**src/rtl/pipelined_rca_adder_pkg.sv**
```systemverilog
// Shared constants and helpers for the pipelined ripple-carry adder.
package pipelined_rca_adder_pkg;

    // Default build: 16-bit operands split into four 4-bit ripple segments.
    localparam int unsigned DEF_BIT_WIDTH = 16;
    localparam int unsigned DEF_STAGES    = 4;

    // Two's-complement overflow: operands agree in sign, result does not.
    function automatic logic signed_ovf(
        input logic a_msb,
        input logic b_msb,
        input logic s_msb
    );
        return (a_msb == b_msb) && (s_msb != a_msb);
    endfunction

endpackage

```
**src/rtl/pipelined_rca_adder_rca_segment.sv**
```systemverilog
// Combinational W-bit ripple-carry adder used as one pipeline segment.
module rca_segment #(
    parameter int unsigned W = 4
) (
    input  logic [W-1:0] a,
    input  logic [W-1:0] b,
    input  logic         ci,
    output logic [W-1:0] s,
    output logic         co
);

    // Bit-serial carry chain kept in a function so the carry is a local variable.
    function automatic logic [W:0] ripple(
        input logic [W-1:0] x,
        input logic [W-1:0] y,
        input logic         cin
    );
        logic         c;
        logic [W-1:0] r;
        c = cin;
        r = '0;
        for (int unsigned i = 0; i < W; i++) begin
            r[i] = x[i] ^ y[i] ^ c;
            c    = (x[i] & y[i]) | (c & (x[i] ^ y[i]));
        end
        return {c, r};
    endfunction

    // Sum and carry out of the segment.
    always_comb begin
        {co, s} = ripple(a, b, ci);
    end

endmodule

```
**src/rtl/pipelined_rca_adder.sv**
```systemverilog
// Pipelined add/subtract: STAGES ripple segments with registered carries,
// skewed operand capture, deskewed results and a valid/ready handshake.
module pipelined_rca_adder
    import pipelined_rca_adder_pkg::*;
#(
    parameter int unsigned BIT_WIDTH = DEF_BIT_WIDTH,
    parameter int unsigned STAGES    = DEF_STAGES
) (
    input  logic                 clk,
    input  logic                 rst_n,
    input  logic                 in_valid,
    output logic                 in_ready,
    input  logic [BIT_WIDTH-1:0] add_1,
    input  logic [BIT_WIDTH-1:0] add_2,
    input  logic                 c_in,
    input  logic                 sub,
    output logic                 out_valid,
    input  logic                 out_ready,
    output logic [BIT_WIDTH-1:0] sum,
    output logic                 c_out,
    output logic                 ovf
);

    localparam int unsigned SEG = BIT_WIDTH / STAGES;

    // Rank k holds the operation k cycles after capture; rank STAGES is the output.
    logic                 w_adv;
    logic [STAGES:0]      w_ld;
    logic [STAGES:0]      r_v;
    logic [STAGES:0]      r_c;
    logic [STAGES-1:0]    w_co;
    logic [BIT_WIDTH-1:0] w_sq;
    logic                 w_a_msb;
    logic                 w_b_msb;
    logic                 w_s_msb;
    logic                 r_ovf;

    // Whole pipeline moves only when the output slot is free or being drained.
    assign w_adv    = !r_v[STAGES] || out_ready;
    assign in_ready = w_adv;

    // Per-rank load enables: advance and a valid operation arriving at that rank.
    always_comb begin
        w_ld    = '0;
        w_ld[0] = w_adv && in_valid;
        for (int unsigned k = 1; k <= STAGES; k++) begin
            w_ld[k] = w_adv && r_v[k-1];
        end
    end

    // Valid bits shift with the pipeline so bubbles stay in place.
    always_ff @(posedge clk or negedge rst_n) begin
        if (!rst_n) begin
            r_v <= '0;
        end else if (w_adv) begin
            r_v <= {r_v[STAGES-1:0], in_valid};
        end
    end

    // Carry chain between segments; subtract forces the initial carry to 1.
    always_ff @(posedge clk or negedge rst_n) begin
        if (!rst_n) begin
            r_c <= '0;
        end else begin
            if (w_ld[0]) begin
                r_c[0] <= sub | c_in;
            end
            for (int unsigned k = 1; k <= STAGES; k++) begin
                if (w_ld[k]) begin
                    r_c[k] <= w_co[k-1];
                end
            end
        end
    end

    // Overflow computed as the top segment completes.
    always_ff @(posedge clk or negedge rst_n) begin
        if (!rst_n) begin
            r_ovf <= 1'b0;
        end else if (w_ld[STAGES]) begin
            r_ovf <= signed_ovf(w_a_msb, w_b_msb, w_s_msb);
        end
    end

    for (genvar j = 0; j < STAGES; j++) begin : g_seg
        localparam int unsigned IDLY = j;
        localparam int unsigned ODLY = STAGES - 1 - j;

        logic [SEG-1:0] r_a_d [0:IDLY];
        logic [SEG-1:0] r_b_d [0:IDLY];
        logic [SEG-1:0] r_s_d [0:ODLY];
        logic [SEG-1:0] w_s;

        rca_segment #(
            .W (SEG)
        ) u_rca (
            .a  (r_a_d[IDLY]),
            .b  (r_b_d[IDLY]),
            .ci (r_c[j]),
            .s  (w_s),
            .co (w_co[j])
        );

        // Operand skew: segment j waits j cycles for its incoming carry.
        always_ff @(posedge clk or negedge rst_n) begin
            if (!rst_n) begin
                for (int unsigned m = 0; m <= IDLY; m++) begin
                    r_a_d[m] <= '0;
                    r_b_d[m] <= '0;
                end
            end else begin
                if (w_ld[0]) begin
                    r_a_d[0] <= add_1[j*SEG +: SEG];
                    r_b_d[0] <= add_2[j*SEG +: SEG] ^ {SEG{sub}};
                end
                for (int unsigned m = 1; m <= IDLY; m++) begin
                    if (w_ld[m]) begin
                        r_a_d[m] <= r_a_d[m-1];
                        r_b_d[m] <= r_b_d[m-1];
                    end
                end
            end
        end

        // Result deskew: finished segment j waits for the segments above it.
        always_ff @(posedge clk or negedge rst_n) begin
            if (!rst_n) begin
                for (int unsigned m = 0; m <= ODLY; m++) begin
                    r_s_d[m] <= '0;
                end
            end else begin
                if (w_ld[j+1]) begin
                    r_s_d[0] <= w_s;
                end
                for (int unsigned m = 1; m <= ODLY; m++) begin
                    if (w_ld[j+1+m]) begin
                        r_s_d[m] <= r_s_d[m-1];
                    end
                end
            end
        end

        assign w_sq[j*SEG +: SEG] = r_s_d[ODLY];

        // Sign bits for overflow come from the top segment's delayed operands.
        if (j == STAGES - 1) begin : g_top
            assign w_a_msb = r_a_d[IDLY][SEG-1];
            assign w_b_msb = r_b_d[IDLY][SEG-1];
            assign w_s_msb = w_s[SEG-1];
        end
    end

    assign sum       = w_sq;
    assign c_out     = r_c[STAGES];
    assign ovf       = r_ovf;
    assign out_valid = r_v[STAGES];

endmodule

```
**config.mk**
```make
export PLATFORM = sky130hd
export DESIGN_NAME = pipelined_rca_adder
export DESIGN_NICKNAME = d
export VERILOG_FILES = /design/src/rtl/pipelined_rca_adder_pkg.sv /design/src/rtl/pipelined_rca_adder_rca_segment.sv /design/src/rtl/pipelined_rca_adder.sv
export SDC_FILE = /design/constraint.sdc
export NUM_CORES = 1
export LEC_CHECK = 0
export BUFFER_PORTS_ARGS = -buffer_cell sky130_fd_sc_hd__buf_2
export CAP_MARGIN = 40
export CORE_MARGIN = 2
export CORE_UTILIZATION = 35
export CTS_BUF_LIST = sky130_fd_sc_hd__clkbuf_16
export CTS_CLUSTER_SIZE = 40
export DETAILED_ROUTE_END_ITERATION = 6
export PLACE_DENSITY = 0.5
export SLEW_MARGIN = 20
export SYNTH_ARGS = -nofsm -noshare
export SYNTH_HDL_FRONTEND = slang
export SYNTH_SLANG_ARGS = --single-unit
```
**constraint.sdc**
```tcl
create_clock -name clk -period 2.86 [get_ports clk]
set_input_delay 0.429 -clock clk [delete_from_list [all_inputs] [get_ports clk]]
set_output_delay 0.429 -clock clk [all_outputs]
set_load 0.01 [all_outputs]
```
Word-level counts from Yosys, hierarchy flattened:

Index checks and enable logic that the tools add are counted.

* bits in registers: 131
* output and inout bits: 20

* bitwise gates (word level): 85
* equal/unequal tests: 2
* reduce and logical (&&, ||, !) cells: 8

Operator list (number)
* 1-bit AND: 32
* 1-bit bitwise XOR: 32
* 1-bit OR: 17
* 4-bit bitwise XOR: 4
* 1-bit logical AND: 6
* 1-bit equality test: 1
* 1-bit zero test: 1
* 1-bit logical OR: 1
* 1-bit != test: 1

Logic depth before layout (Yosys ltp):

Gate-level depths: netlist of the first run.

* depth after elaboration: 10
* depth in mapped cells: 10
* mapped depth without buffers: 10

Hierarchy:

A second synthesis of the first run with hierarchy kept.

* cells, all modules: 395
* area, all modules: 5650.4 um2

Modules (own cells, without submodules)
* pipelined_rca_adder: area an instance 5180.0 um2, cells each 339, instances 1
* rca_segment: area an instance 117.6 um2, cells each 14, instances 4

Least setup slack after synthesis of the first run:

No wires, ideal clock.

* path kind: reg-to-reg
* start: reg g_seg[3].r_a_d[0] (netlist bit)
* end: reg r_ovf, in the netlist ovf
* stages on the path, launching flop included: 11
* slack: 0.446 ns
* buffers on the path: 0
* setup time: 0.125 ns
* data arrival time: 2.289 ns
* data required time: 2.735 ns
* cell sequence: dfrtp_1 fa_1 inv_1 fa_1 inv_1 fa_1 inv_1 fa_1 xor2_1 nor2_1 mux2_2

* cells in the longest elaborated chain, start to end: 10
* elaborated cells between the ends (all ways): 11
* classes of those cells: 1 x eq/ne; 9 x bitwise; 1 x reduce/logical

Ends and longest elaborated chain
* start: declaration: line pipelined_rca_adder.sv:89 `logic [SEG-1:0] r_a_d [0:IDLY];`
* start signal: indexed assignment: line pipelined_rca_adder.sv:118 `r_a_d[m] <= r_a_d[m-1];`
* 1-bit bitwise XOR: line pipelined_rca_adder_rca_segment.sv:24 `c = (x[i] & y[i]) | (c & (x[i] ^ y[i]));`
* 1-bit AND: line pipelined_rca_adder_rca_segment.sv:24
* 1-bit OR (*): line pipelined_rca_adder_rca_segment.sv:24
* 1-bit AND (*): line pipelined_rca_adder_rca_segment.sv:24
* 1-bit OR (*): line pipelined_rca_adder_rca_segment.sv:24
* 1-bit AND (*): line pipelined_rca_adder_rca_segment.sv:24
* 1-bit OR (*): line pipelined_rca_adder_rca_segment.sv:24
* 1-bit bitwise XOR (*): line pipelined_rca_adder_rca_segment.sv:23 `r[i] = x[i] ^ y[i] ^ c;`
* 1-bit != test (*): line pipelined_rca_adder_pkg.sv:14 `return (a_msb == b_msb) && (s_msb != a_msb);`
* 1-bit logical AND (*): line pipelined_rca_adder_pkg.sv:14
* end signal: assignment: line pipelined_rca_adder.sv:81 `r_ovf <= signed_ovf(w_a_msb, w_b_msb, w_s_msb);`
* end: declaration: line pipelined_rca_adder.sv:36 `logic r_ovf;`

Mark *: on every way between the ends. The rest lies on a longest branch, timed or not.
A chain may end at the register's enable or synchronous reset.

Final worst setup path of the first run:

Ends and elaborated chain as after synthesis.

==> impl.org, run 1 <==
** Run status
- Status :: completed

** Power and ir drop
- IR Drop Worst-Case VDD :: 0.486 mV
- The analysis attributes to net switching a power of 2.41 mW.
- Gate power share :: 0.320
- Power share of the clock group :: 0.277
- Cell internal power dissipation :: 5.54 mW
- The analysis attributes to cell leakage a power of 3.05 nW.
- The share of total power dissipated in sequential elements is 0.403.
- Switching part of the total power :: 0.303
- P per Cell Area :: 1200 nW/µm²

** Floorplan
- The initial utilization of the core area, before any placement, comes to 0.359.
- The die is 132 µm wide.
- Die Span Y :: 132 µm
- In this run the core area contains 46 standard-cell rows.
- 58 I/O pins were placed.
- Core Region :: 15900 µm²
- DIE AREA :: 17300 µm²

** Critical path
- Delay contributed by the slowest stage of the critical path :: 0.43 ns
- In this design, the critical path's most frequently occurring cell is sky130_fd_sc_hd__fa_1.
- Measured in cells, the most critical reg-to-reg path has a length of 10.
- Slowest cell on the critical path :: sky130_fd_sc_hd__fa_1
- Crit path DAT :: 2.82 ns
- STA classifies the critical path startpoint as a flop.
- Along the worst path, the maximum fanout reaches 2.
- Crit path cell chain :: fa_1 -> inv_1 -> fa_1 -> inv_1 -> fa_1 -> inv_1 -> fa_1 -> xor2_1 -> nor2_1 -> mux2_2
- Type of the worst setup path :: reg2reg
- Worst Setup End Kind :: flop
- At the worst endpoint, the required time is 3.17 ns.

** CTS
- Number of gates resized after CTS :: 0
- The root buffer cell chosen for the clock tree is sky130_fd_sc_hd__clkbuf_16.
- The clock passes through at most 2 buffers.
- Clock latency on the worst-skew pair, taken at its later pin, is 0.42 ns.
- Clock Pin Slew Worst Setup and Hold Paths :: 0.06 ns
- H-tree levels :: 4
- Counting the buffers created by CTS gives 17.
- TritonCTS clock tree :: yes
- The clock drives 131 sinks.

** Synth
- After synthesis the netlist holds a flip-flop and latch count of 131.
- Count of flip-flops with a built-in enable after synthesis :: 0
- Dominant synthesized flop cell :: sky130_fd_sc_hd__dfrtp_1
- By area, the combinational part of the netlist is dominated by multiplexers.
- For this run, the register share of the synthesized area comes to 0.575.
- During synthesis, Yosys emitted a total of 0 warnings.
- Of the total synthesized cell area, the portion taken by full adders, half adders and majority gates is 0.0584.
- Counting flops with an async set or reset pin after synthesis yields a share of 1.00.
- In the post-synthesis netlist, the biggest area contributors are sky130_fd_sc_hd__dfrtp_1, sky130_fd_sc_hd__mux2_2, sky130_fd_sc_hd__fa_1.
- Of the post-synthesis cell area, the dominant cell type holds 0.575.
- The complex-gate fraction of the synthesized area was 0.0325.
- Gate Count Post-Synth :: 397
- Post-synthesis share of cell area spent on xor and xnor gates :: 0.0261
- Area of the mapped netlist :: 5700 µm²
- In this run the mean area of a mapped cell was 14.3 µm².
- Of the total synthesized cell area, the portion taken by AND, OR, NAND and NOR gates is 0.0147.
- After synthesis, the share of cell area in mux cells is 0.217.
- The synthesized netlist contains 24 unique library cells.
- The number of nets handed over by synthesis was 452.
- The largest total area in the synthesized netlist belongs to sky130_fd_sc_hd__dfrtp_1.

** Global routing
- Entering global routing, the biggest net connects 60 pins.
- Global-route usage over all layers :: 0.127
- The total overflow left after global routing is 0.
- The first global-routing pass estimated 16900 µm of wire.
- Antenna violations before repair :: 0
- The number of global-route vias before repair came to 3140.

** Worst hold path
- Along the worst hold path, the cell count comes to 2.
- The worst hold path belongs to the class in2reg.

** Detailed routing
- After detailed routing, the number of remaining DRC violations is 0.
- Vias after detailed routing :: 2966
- Number of search-and-repair iterations in the first detailed-routing pass :: 4
- WL per Instance :: 14.7 µm
- Routed Wire Length :: 9890 µm
- Post-DR vias/cell :: 4.40
- DRT antenna net count :: 0
- In this run, the number of DRC markers left after iteration 0 of detailed routing was 101.

** Layout
- Layout cells sized above 1 :: 0.408
- Number of filler cells placed in the layout :: 1495
- At the end of the flow the core is filled with cells to 0.417.
- Area Overhead vs Synth :: 16.4%
- The number of antenna diodes in the final layout is 0.
- In the layout the commonest cells are sky130_fd_sc_hd__dfrtp_1, sky130_fd_sc_hd__mux2_2, sky130_fd_sc_hd__buf_2.
- Layout net count :: 501
- With fillers left out, the area of the finished cells amounts to 6630 µm².
- Most common library cell in the layout ignoring fill and taps :: sky130_fd_sc_hd__dfrtp_1

** Place
- Post-detailed-placement half-perimeter wirelength :: 6690 µm
- At the end of routability-driven placement, the weighted congestion stood at 0.709.
- Buffers placed on the I/O ports in this run total 57.
- Post-placement worst setup slack :: 0.324 ns
- Area of placed instances :: 6030 µm²

** Timing
- # setup viols final :: 0
- Final-report hold violation count :: 0
- Sum of negative setup slack :: 0 ns
- The max-slew violation total from the final report was 0.
- Setup repair after global routing left no endpoint under its margin.
- For the pin with the worst max-slew slack, the measured transition is 0.740 ns.
- Highest clock frequency the design can meet :: 398 MHz
- Period minus WS final :: 2.52 ns
- Slew margin rel. :: 0.505
- Post-route worst setup slack :: 0.344 ns
- Post-Route Skew :: 0.00580 ns
- Fin crit share :: 0.880

** Job
- Maximum capacitance violations :: 0
power by group through the flow:
stage / sequential (mW) / clock (mW) / combinational, mW
floorplan: 3.10 / 0 / 2.11
global placement: 3.24 / 0 / 2.54
detailed placement: 3.26 / 0 / 2.61
CTS: 3.23 / 2.26 / 2.62
global route: 3.33 / 2.35 / 2.87
finish: 3.20 / 2.21 / 2.54
stage by stage:
| stage | hold WS (ns) | cells | total power [mW] |
|---|---|---|---|
| finish | 0.236 | 674 | 7.95 |
| global route | 0.218 | 674 | 8.55 |
| CTS | 0.218 | 674 | 8.11 |
| detailed placement | 0.447 | 642 | 5.87 |
| global placement | 0.442 | 642 | 5.78 |
| floorplan | 0.133 | 397 | 5.21 |
worst max-delay path, delay by kind of cell (launching register included):
kind	cells	cell delay [ns]
fa+ha+maj	4	1.35
buf+inv	3	0.20
flops	1	0.40
mux	1	0.25
simple gates	1	0.05
xor+xnor	1	0.15
logic make-up (layout without fill, tap and decap cells):
group	Yosys count	in the layout
flops	131	131
mux	108	108
fa+ha+maj	17	17
simple gates	13	13
buf+inv	74	135
xor+xnor	17	17
compound gates	37	37
flip-flops by register name (all words and copies together), names as in the netlist:
register	flops
ovf	1
g_seg.r_b_d	40
r_v	5
g_seg.r_a_d	40
g_seg.r_s_d	28
r_c	5
sum	12
worst paths after layout:
check	startpoint	end	slack [ns]
hold / removal	add_1[6]	g_seg[1].r_a_d[6]$_DFFE_PN0P_	0.24
min in group asynchronous	rst_n	g_seg[2].r_a_d[8]$_DFFE_PN0P_	0.55
setup reg to reg	g_seg[3].r_a_d[0]$_DFFE_PN0P_	ovf$_DFFE_PN0P_	0.34
setup / recovery	g_seg[3].r_a_d[0]$_DFFE_PN0P_	ovf$_DFFE_PN0P_	0.34
max in group asynchronous	rst_n	g_seg[1].r_a_d[7]$_DFFE_PN0P_	1.53
hold reg to reg	g_seg[2].r_b_d[6]$_DFFE_PN0P_	g_seg[2].r_b_d[2]$_DFFE_PN0P_	0.49
layer usage:
metal	wire length, µm	share of wire	global-route usage	up-vias
met4	238	0.024	0.0670	0
li1	-	-	-	1409
met1	4860	0.49	0.170	1484
met5	0	0	0	-
met2	4430	0.45	0.184	54
met3	358	0.036	0.0417	19
repair_timing:
item	4_1_cts	5_1_grt
buffers inserted	0	0
hold buffers	1	0
hold endpoints to repair	31	0
layout make-up:
cell class              instances  area [µm²]  area share
repair buffers                 61         337      0.0508
well taps                     216         270      0.0408
inverters                      43         161      0.0243
flip-flops and latches        131        3280       0.494
clock inverters                14         169      0.0255
clock buffers                  17         425      0.0642
multi-input cells             192        1990       0.300
cells in the mapped netlist (all sizes together) (3+ instances only):
| library cell | instances |
|---|---|
| dfrtp | 131 |
| mux2 | 96 |
| nand2 | 5 |
| a21oi | 30 |
| inv | 43 |
| nand3 | 4 |
| buf | 29 |
| xor2 | 3 |
| fa | 16 |
| mux2i | 12 |
| o21ai | 7 |
| xnor2 | 14 |
Power figures use the tool's default switching activity.
==> run 2, diff against run 1 <==
==> constraint.sdc (replaced) <==
create_clock -name clk -period 2.86 [get_ports clk]
set_input_delay 0.572 -clock clk [delete_from_list [all_inputs] [get_ports clk]]
set_output_delay 0.572 -clock clk [all_outputs]
set_load 0.01 [all_outputs]
==> impl.org, run 2 (same netlist as run 1, synthesis figures left out) <==
** Timing
- The setup TNS after final layout was 0 ns (unchanged).
- Setup repair after global routing left no endpoint under its margin.
- The remaining max-slew budget at the tightest pin was 0.547 (+0.0422).
- The maximum frequency from static timing analysis is 398 MHz (+0.17%).
- Worst slack on hold paths :: 0.182 ns (-0.0539 ns)
- The final worst-path cycle share was 0.878 (-0.00152).
- The setup skew after layout came to 0.00527 ns (-0.000531 ns).
- Period minus WS final :: 2.51 ns (-0.00434 ns)
- Final-report hold violation count :: 0 (unchanged)
- The final setup violation count is 0 (unchanged).
- Worst-Margin Slew :: 0.679 ns (-0.0607 ns)
- Final slew viol count :: 0 (unchanged)

** Power and ir drop
- The maximum ir drop on the vdd rail came to 0.493 mV (+1.3%).
- The switching power as a share of total power is 0.313 (+0.00962).
- The register share of total power was 0.425 (+0.022).
- The cell area power density is 1160 nW/µm² (-3.5%).
- Leak :: 3.01 nW (-1.1%)
- The total power after layout was 7.54 mW (-5.2%).
- Cell internal power dissipation :: 5.18 mW (-6.5%)
- The net load switching power is 2.36 mW (-2.2%).
- Gate power share :: 0.338 (+0.018)
- Power share of the clock group :: 0.237 (-0.040)

** CTS
- The number of clock buffers inserted by TritonCTS is 17 (unchanged).
- Clock insertion delay at the later pin of the skew report :: 0.41 ns (about the same)
- Number of gates resized after CTS :: 0 (unchanged)
- Library cell used as clock root buffer :: sky130_fd_sc_hd__clkbuf_16
- TritonCTS built the clock tree.
- The number of clock sinks came to 131 (unchanged).
- The count of buffers added by post-CTS timing repair for setup came to 0 (unchanged).
- Clock Pin Slew Worst Setup and Hold Paths :: 0.05 ns (about the same)
- The maximum buffer depth of the clock tree was 2 (unchanged).
- H-tree levels :: 4 (unchanged)
- The count of hold-fix buffers inserted at cts is 0 (-1).

** Global routing
- Overflow after GRT :: 0 (unchanged)
- Antenna violations before repair :: 0 (unchanged)
- The largest net degree at the start of global routing came to 74 (+23%).
- First-pass GRT wire length :: 16800 µm (-0.77%)
- Vias in the first global route :: 3215 (+2.4%)
- Global-route usage over all layers :: 0.125 (-0.00215)

** Place
- Post-detailed-placement half-perimeter wirelength :: 6710 µm (+0.26%)
- GP Congestion :: 0.737 (+3.8%)
- Port Buffer Count :: 57 (unchanged)

** Detailed routing
- The detailed router's first-iteration violation count was 103 (+2.0%).
- Remaining DRCs :: 0 (unchanged)
- The total wirelength of the detailed-routed design is 9780 µm (-1.1%).
- The first-pass detailed-route iteration total is 4 (unchanged).
- WL per Instance :: 14.6 µm (-0.80%)
- The total vias in the final route came to 2981 (+0.51%).
- Post-DR vias/cell :: 4.44 (+0.80%)
- The number of antenna-violating nets in the routed design was 0 (unchanged).

** Layout
- The library cell used most frequently in the layout, excluding fill and tap cells, is sky130_fd_sc_hd__dfrtp_1.
- Regs by FF count :: g_seg.r_a_d x40, g_seg.r_b_d x40, g_seg.r_s_d x28
- Layout cells sized above 1 :: 0.406 (-0.00260)
- Area Overhead vs Synth :: 14.3%
- Layout net count :: 501 (unchanged)
- The antenna diode count came to 0 (unchanged).
- In the layout the commonest cells are sky130_fd_sc_hd__dfrtp_1, sky130_fd_sc_hd__mux2_2, sky130_fd_sc_hd__buf_2.
- Area taken by multi-input logic gates :: 1990 µm² (unchanged)
- The register area is 3280 µm² (unchanged).
- Number of filler cells placed in the layout :: 1553 (+3.9%)

** Critical path
- The combined buffer and inverter count along the critical path is 3 (unchanged).
- Most common cell on crit path :: sky130_fd_sc_hd__fa_1
- Type of the worst setup path :: reg2reg
- Cell type group with the largest total delay on the critical path :: adder cells
- Stages on worst setup path :: 10 (unchanged)
- The number of cells on the worst reg-to-reg path came to 10 (unchanged).
- The critical path goes through fa_1 -> inv_1 -> fa_1 -> inv_1 -> fa_1 -> inv_1 -> fa_1 -> xor2_1 -> nor2_1 -> mux2_2.
- Required time worst endpoint :: 3.15 ns (-0.02 ns)
- The signal arrival time at the worst endpoint was 2.80 ns (-0.02 ns).
- Delay contributed by the slowest stage of the critical path :: 0.43 ns (about the same)
- The biggest fanout along the worst timing path is 2 (unchanged).
- STA classifies the critical path startpoint as a flop.
- STA classifies the critical path endpoint as a flop.
- Slowest cell on the critical path :: sky130_fd_sc_hd__fa_1

** Worst hold path
- Kind of path behind the tightest hold check :: in2async

** Floorplan
- Die Span Y :: 132 µm (unchanged)
- The floorplan row count is 46 (unchanged).
- Core Region :: 15900 µm² (unchanged)
- The overall die width is 132 µm (unchanged).
- DIE AREA :: 17300 µm² (unchanged)
- The number of primary I/O pins came to 58 (unchanged).
- Starting utilization of the core area :: 0.359 (unchanged)

** Run status
- Status :: completed

** Job
- The max-capacitance violation count was 0 (unchanged).
-- run 2: cell count changes in the layout (fill, tap and decap cells not counted), sizes merged --
cell | previous run | this run
bufinv | 4 | 0
inv | 43 | 46
buf | 60 | 61
clkinvlp | 2 | 1
dlygate4sd3 | 1 | 0
-- run 2: stage by stage --
stage | instances | cell area [µm²] | util | setup WS, ns
6_report | 672 | 6510 | 0.410 | 0.349
5_1_grt | 672 | 6510 | 0.410 | 0.213
4_1_cts | 672 | 6510 | 0.410 | 0.331
2_1_floorplan | 397 | 5700 | - | 0.446
3_3_place_gp | 643 | 6030 | 0.380 | 0.385
3_5_place_dp | 643 | 6030 | 0.380 | 0.364
-- run 2: power groups by stage --
stage	Clock, mW	Combinational [mW]	Sequential [mW]
6_report	1.78	2.55	3.21
5_1_grt	1.92	2.88	3.33
4_1_cts	1.84	2.64	3.23
3_5_place_dp	0	2.63	3.26
3_3_place_gp	0	2.55	3.24
2_1_floorplan	0	2.11	3.10
-- run 2: metal layers --
layer	track usage	routed length (µm)	vias to the layer above	part of all wire
met5	0	0	-	0
met4	0.0598	214	0	0.022
met3	0.0363	343	16	0.035
met2	0.183	4420	53	0.45
met1	0.171	4800	1513	0.49
li1	-	-	1399	-
-- run 2: area by class of cell --
class | count | share of cell area
clock buffers | 17 | 0.0653
clock inverters | 12 | 0.00845
inverters | 43 | 0.0248
multi-input cells | 192 | 0.305
flip-flops and latches | 131 | 0.503
well taps | 216 | 0.0415
repair buffers | 61 | 0.0513
-- run 2: final timing paths --
| check | slack (ns) | end | from |
|---|---|---|---|
| hold / removal | 0.18 | g_seg[2].r_a_d[5]$_DFFE_PN0P_ | rst_n |
| max in group asynchronous | 1.88 | g_seg[3].r_b_d[11]$_DFFE_PN0P_ | rst_n |
| setup / recovery | 0.35 | ovf$_DFFE_PN0P_ | g_seg[3].r_a_d[0]$_DFFE_PN0P_ |
| min in group clk | 0.39 | g_seg[1].r_a_d[4]$_DFFE_PN0P_ | add_1[4] |
| hold reg to reg | 0.49 | sum[8]$_DFFE_PN0P_ | sum[8]$_DFFE_PN0P_ |
| setup reg to reg | 0.35 | ovf$_DFFE_PN0P_ | g_seg[3].r_a_d[0]$_DFFE_PN0P_ |
==> run 3, diff against run 2 <==
- ABC_AREA: default -> 1
- SETUP_SLACK_MARGIN: default -> 0.5
==> impl.org, run 3 <==
** Run status
- Status :: completed

** CTS
- The clock latency of the later-clocked register in the worst-skew pair is 0.41 ns (about the same).
- Inserted Clock Buffers :: 17 (unchanged)
- The number of levels in the clock H-tree is 4 (unchanged).
- Library cell used as clock root buffer :: sky130_fd_sc_hd__clkbuf_16
- The maximum buffer depth of the clock tree came to 2 (unchanged).
- TritonCTS clock tree :: yes
- The clock transition time at the flip-flop clock pins of the worst setup and hold paths was 0.05 ns (about the same).
- Clock Sink Count :: 131 (unchanged)

** Synth
- Sequential area share after synthesis :: 0.581 (+0.00536)
- Yosys top cell by area :: sky130_fd_sc_hd__dfrtp_1
- Number of different library cells in the post-synthesis netlist :: 17 (-29%)
- In the synthesized netlist the dominant register cell turns out to be sky130_fd_sc_hd__dfrtp_1.
- The mean instance size in the synthesized netlist is 9.42 µm² (-34%).
- Top-area cell type share of the netlist area :: 0.581 (+0.00536)
- Post-synthesis share of cell area spent on xor and xnor gates :: 0.0248 (-0.00131)
- The commonest cells after synthesis are sky130_fd_sc_hd__nand2_1, sky130_fd_sc_hd__dfrtp_1, sky130_fd_sc_hd__o21ai_0.
- Post-synthesis compound-gate area fraction :: 0.0497 (+0.0172)
- The synthesized flop and latch total came to 131 (unchanged).
- The share of synthesized registers carrying an async set or reset came to 1.00 (unchanged).
- Area of the mapped netlist :: 5640 µm² (-0.92%)
- The net count after synthesis is 654 (+45%).
- Most numerous cell in the Yosys netlist :: sky130_fd_sc_hd__nand2_1
- Mux contribution to synthesized area :: 0 (-0.217)
- The number of warning messages in the yosys log is 0 (unchanged).
- The synthesized instance count was 599 (+51%).
- Largest family of logic cells by synthesized area :: simple AND/OR/NAND/NOR gates
- The fraction of the mapped netlist area in simple logic gates is 0.205 (+0.190).
- Count of flip-flops with a built-in enable after synthesis :: 0 (unchanged)
- Sorting the synthesized cells by area gives the leading types as sky130_fd_sc_hd__dfrtp_1, sky130_fd_sc_hd__nand2_1, sky130_fd_sc_hd__fa_1.
- Synth Area in Adders :: 0.0590 (+0.000544)

** Critical path
- The signal arrival time at the worst endpoint is 2.56 ns (-0.24 ns).
- STA classifies the critical path endpoint as a flop.
- The critical path is of the reg2reg type.
- Required time worst endpoint :: 3.16 ns (about the same)
- Beginning of the worst register-to-register path :: r_c[3]$_DFFE_PN0P_
- Biggest fanout along the worst timing path :: 2 (unchanged)
- The most critical setup path has its startpoint at r_c[3]$_DFFE_PN0P_.
- Startpoint type of the worst setup path :: flop

** Floorplan
- The area of the die is 17200 µm² (-0.89%).
- The overall die width was 131 µm (-0.45%).
- Die Span Y :: 131 µm (-0.45%)
- The floorplan row count was 46 (unchanged).
- The number of primary I/O pins came to 58 (unchanged).
- Core Region :: 15800 µm² (-0.36%)
- The effective utilization at floorplan was 0.357 (-0.00202).

** Detailed routing
- The first-pass detailed-route iteration total came to 4 (unchanged).
- Vias after detailed routing :: 3743 (+26%)
- The detailed router's first-iteration violation count came to 241 (+130%).
- The per-cell routed wire length came to 12.1 µm (-17%).
- The total wirelength of the detailed-routed design was 10500 µm (+7.6%).
- DRT antenna net count :: 0 (unchanged)
- Post-DR vias/cell :: 4.30 (-3.0%)
- The number of design rule violations left after detail routing came to 0 (unchanged).

** Power and ir drop
- The static power due to leakage came to 3.42 nW (+13%).
- The cell area power density is 1070 nW/µm² (-7.2%).
- IR Drop Worst-Case VDD :: 0.452 mV (-8.3%)

** Place
- Port Buffer Count :: 57 (unchanged)
- GP Congestion :: 0.731 (-0.80%)
- The cell area after placement was 6010 µm² (-0.37%).
- The half-perimeter wire length of the detailed placement result is 7290 µm (+8.6%).

** Layout
- Antenna diode count :: 0 (unchanged)
- Layout cells sized above 1 :: 0.150 (-0.256)
- Layout net count :: 696 (+39%)
- The largest registers in the layout are g_seg.r_a_d x40, g_seg.r_b_d x40, g_seg.r_s_d x28.
- Relative to the synthesized area, the layout overhead comes to 16.2%.
- The library cell used most frequently in the layout, excluding fill and tap cells, is sky130_fd_sc_hd__nand2_1.
- Finished Cell Area :: 6560 µm² (+0.71%)
- Highest-count cells in the layout ignoring fill and taps :: sky130_fd_sc_hd__nand2_1, sky130_fd_sc_hd__dfrtp_1, sky130_fd_sc_hd__buf_2

** Global routing
- Antenna violations before repair :: 0 (unchanged)
- Overflow after GRT :: 0 (unchanged)
- The number of global-route vias before repair was 3840 (+19%).
- Global-route usage over all layers :: 0.140 (+0.0145)
- The largest net degree at the start of global routing is 66 (-11%).
- First-pass GRT wire length :: 18600 µm (+11%)

** Timing
- The setup skew after layout came to 0.00567 ns (+0.000403 ns).
- The slew at the pin closest to its max-slew limit came to 0.579 ns (-0.100 ns).
- Final slew viol count :: 0 (unchanged)
- The shortest period the worst path allows was 2.26 ns (-0.249 ns).
- The number of endpoints with negative hold slack in the final report was 0 (unchanged).
- Slew margin rel. :: 0.614 (+0.0668)
- Highest clock frequency the design can meet :: 442 MHz (+11%)
- Fin crit share :: 0.791 (-0.0871)
- The setup TNS after final layout is 0 ns (unchanged).
- # setup viols final :: 0 (unchanged)
- Setup repair after global routing could not meet its margin everywhere.

** Worst hold path
- Kind of path behind the tightest hold check :: in2async

** Job
- Maximum capacitance violations :: 0 (unchanged)
==> run 3: changes by cell type after synthesis, sizes merged, moves of 3 or more <==
| cell | change |
|---|---|
| a21oi | -30 |
| buf | +11 |
| clkbuf | +3 |
| inv | +4 |
| mux2 | -96 |
| mux2i | -12 |
| nand2 | +224 |
| nand3 | +50 |
| o21ai | +49 |
| xor2 | -3 |
==> run 3: critical path, stage by stage, from the launching register on <==
cell and delay, ns:
sky130_fd_sc_hd__dfrtp_1 0.40, sky130_fd_sc_hd__fa_2 0.39, sky130_fd_sc_hd__inv_2 0.06, sky130_fd_sc_hd__fa_1 0.15
sky130_fd_sc_hd__inv_1 0.05, sky130_fd_sc_hd__fa_2 0.33, sky130_fd_sc_hd__inv_2 0.06, sky130_fd_sc_hd__fa_1 0.43
sky130_fd_sc_hd__inv_2 0.07, sky130_fd_sc_hd__nand2_1 0.04, sky130_fd_sc_hd__nand2_1 0.05, sky130_fd_sc_hd__nor2_1 0.03
sky130_fd_sc_hd__nand2_1 0.05, sky130_fd_sc_hd__nand2_1 0.04
==> run 3: kinds of logic after synthesis <==
kind of cell | after synthesis
xor+xnor | 16
simple gates | 287
fa+ha+maj | 17
compound gates | 56
flops | 131
buf+inv | 92
==> run 3: path summary, 6_finish.rpt <==
| path | to | slack [ns] | cells past startpoint |
|---|---|---|---|
| min | sum[8]$_DFFE_PN0P_ | 0.16 | 1 |
| max in group asynchronous | g_seg[2].r_a_d[6]$_DFFE_PN0P_ | 1.95 | 2 |
| min in group clk | g_seg[0].r_a_d[2]$_DFFE_PN0P_ | 0.35 | 3 |
| max | ovf$_DFFE_PN0P_ | 0.60 | 13 |
| min reg2reg | sum[5]$_DFFE_PN0P_ | 0.47 | 2 |
| max reg2reg | ovf$_DFFE_PN0P_ | 0.60 | 13 |
==> run 3: where the power goes <==
group	leakage, nW	internal (mW)	switching (mW)
Sequential	1.66	2.60	0.466
Combinational	1.47	0.779	1.24
Clock	0.289	1.24	0.723
Total	3.42	4.62	2.43
==> run 3: cell type report <==
cell class | count | area (µm²)
sequential | 131 | 3280
inverter | 47 | 176
clock buffer | 17 | 425
fill | 1586 | 9270
clock inverter | 15 | 111
multi-input combinational | 376 | 1920
timing repair buffer | 68 | 383
tap | 216 | 270
==> run 3: per-stage QoR <==
stage / util / setup slack [ns] / hold slack, ns / std cells / power, mW
2_1_floorplan: - / 0.609 / 0.276 / 599 / 4.57
3_3_place_gp: 0.380 / 0.529 / 0.456 / 837 / 5.07
3_5_place_dp: 0.380 / 0.499 / 0.455 / 837 / 5.14
4_1_cts: 0.414 / 0.538 / 0.169 / 870 / 7.16
5_1_grt: 0.414 / 0.407 / 0.190 / 870 / 7.70
6_report: 0.414 / 0.598 / 0.158 / 870 / 7.05
==> run 3: routing by layer <==
layer	vias up	wire (µm)	global-route usage
met2	75	4510	0.203
met5	-	0	0
met3	10	482	0.0403
met4	0	126	0.0507
met1	1715	5410	0.199
li1	1943	-	-
==> run 3: what timing repair did <==
item                                    in CTS  in global routing
hold buffers                                 0                  0
endpoints found under the setup margin       1                  1
resized for setup                            1                  4
buffers inserted                             1                  0
pin swaps                                    0                  2
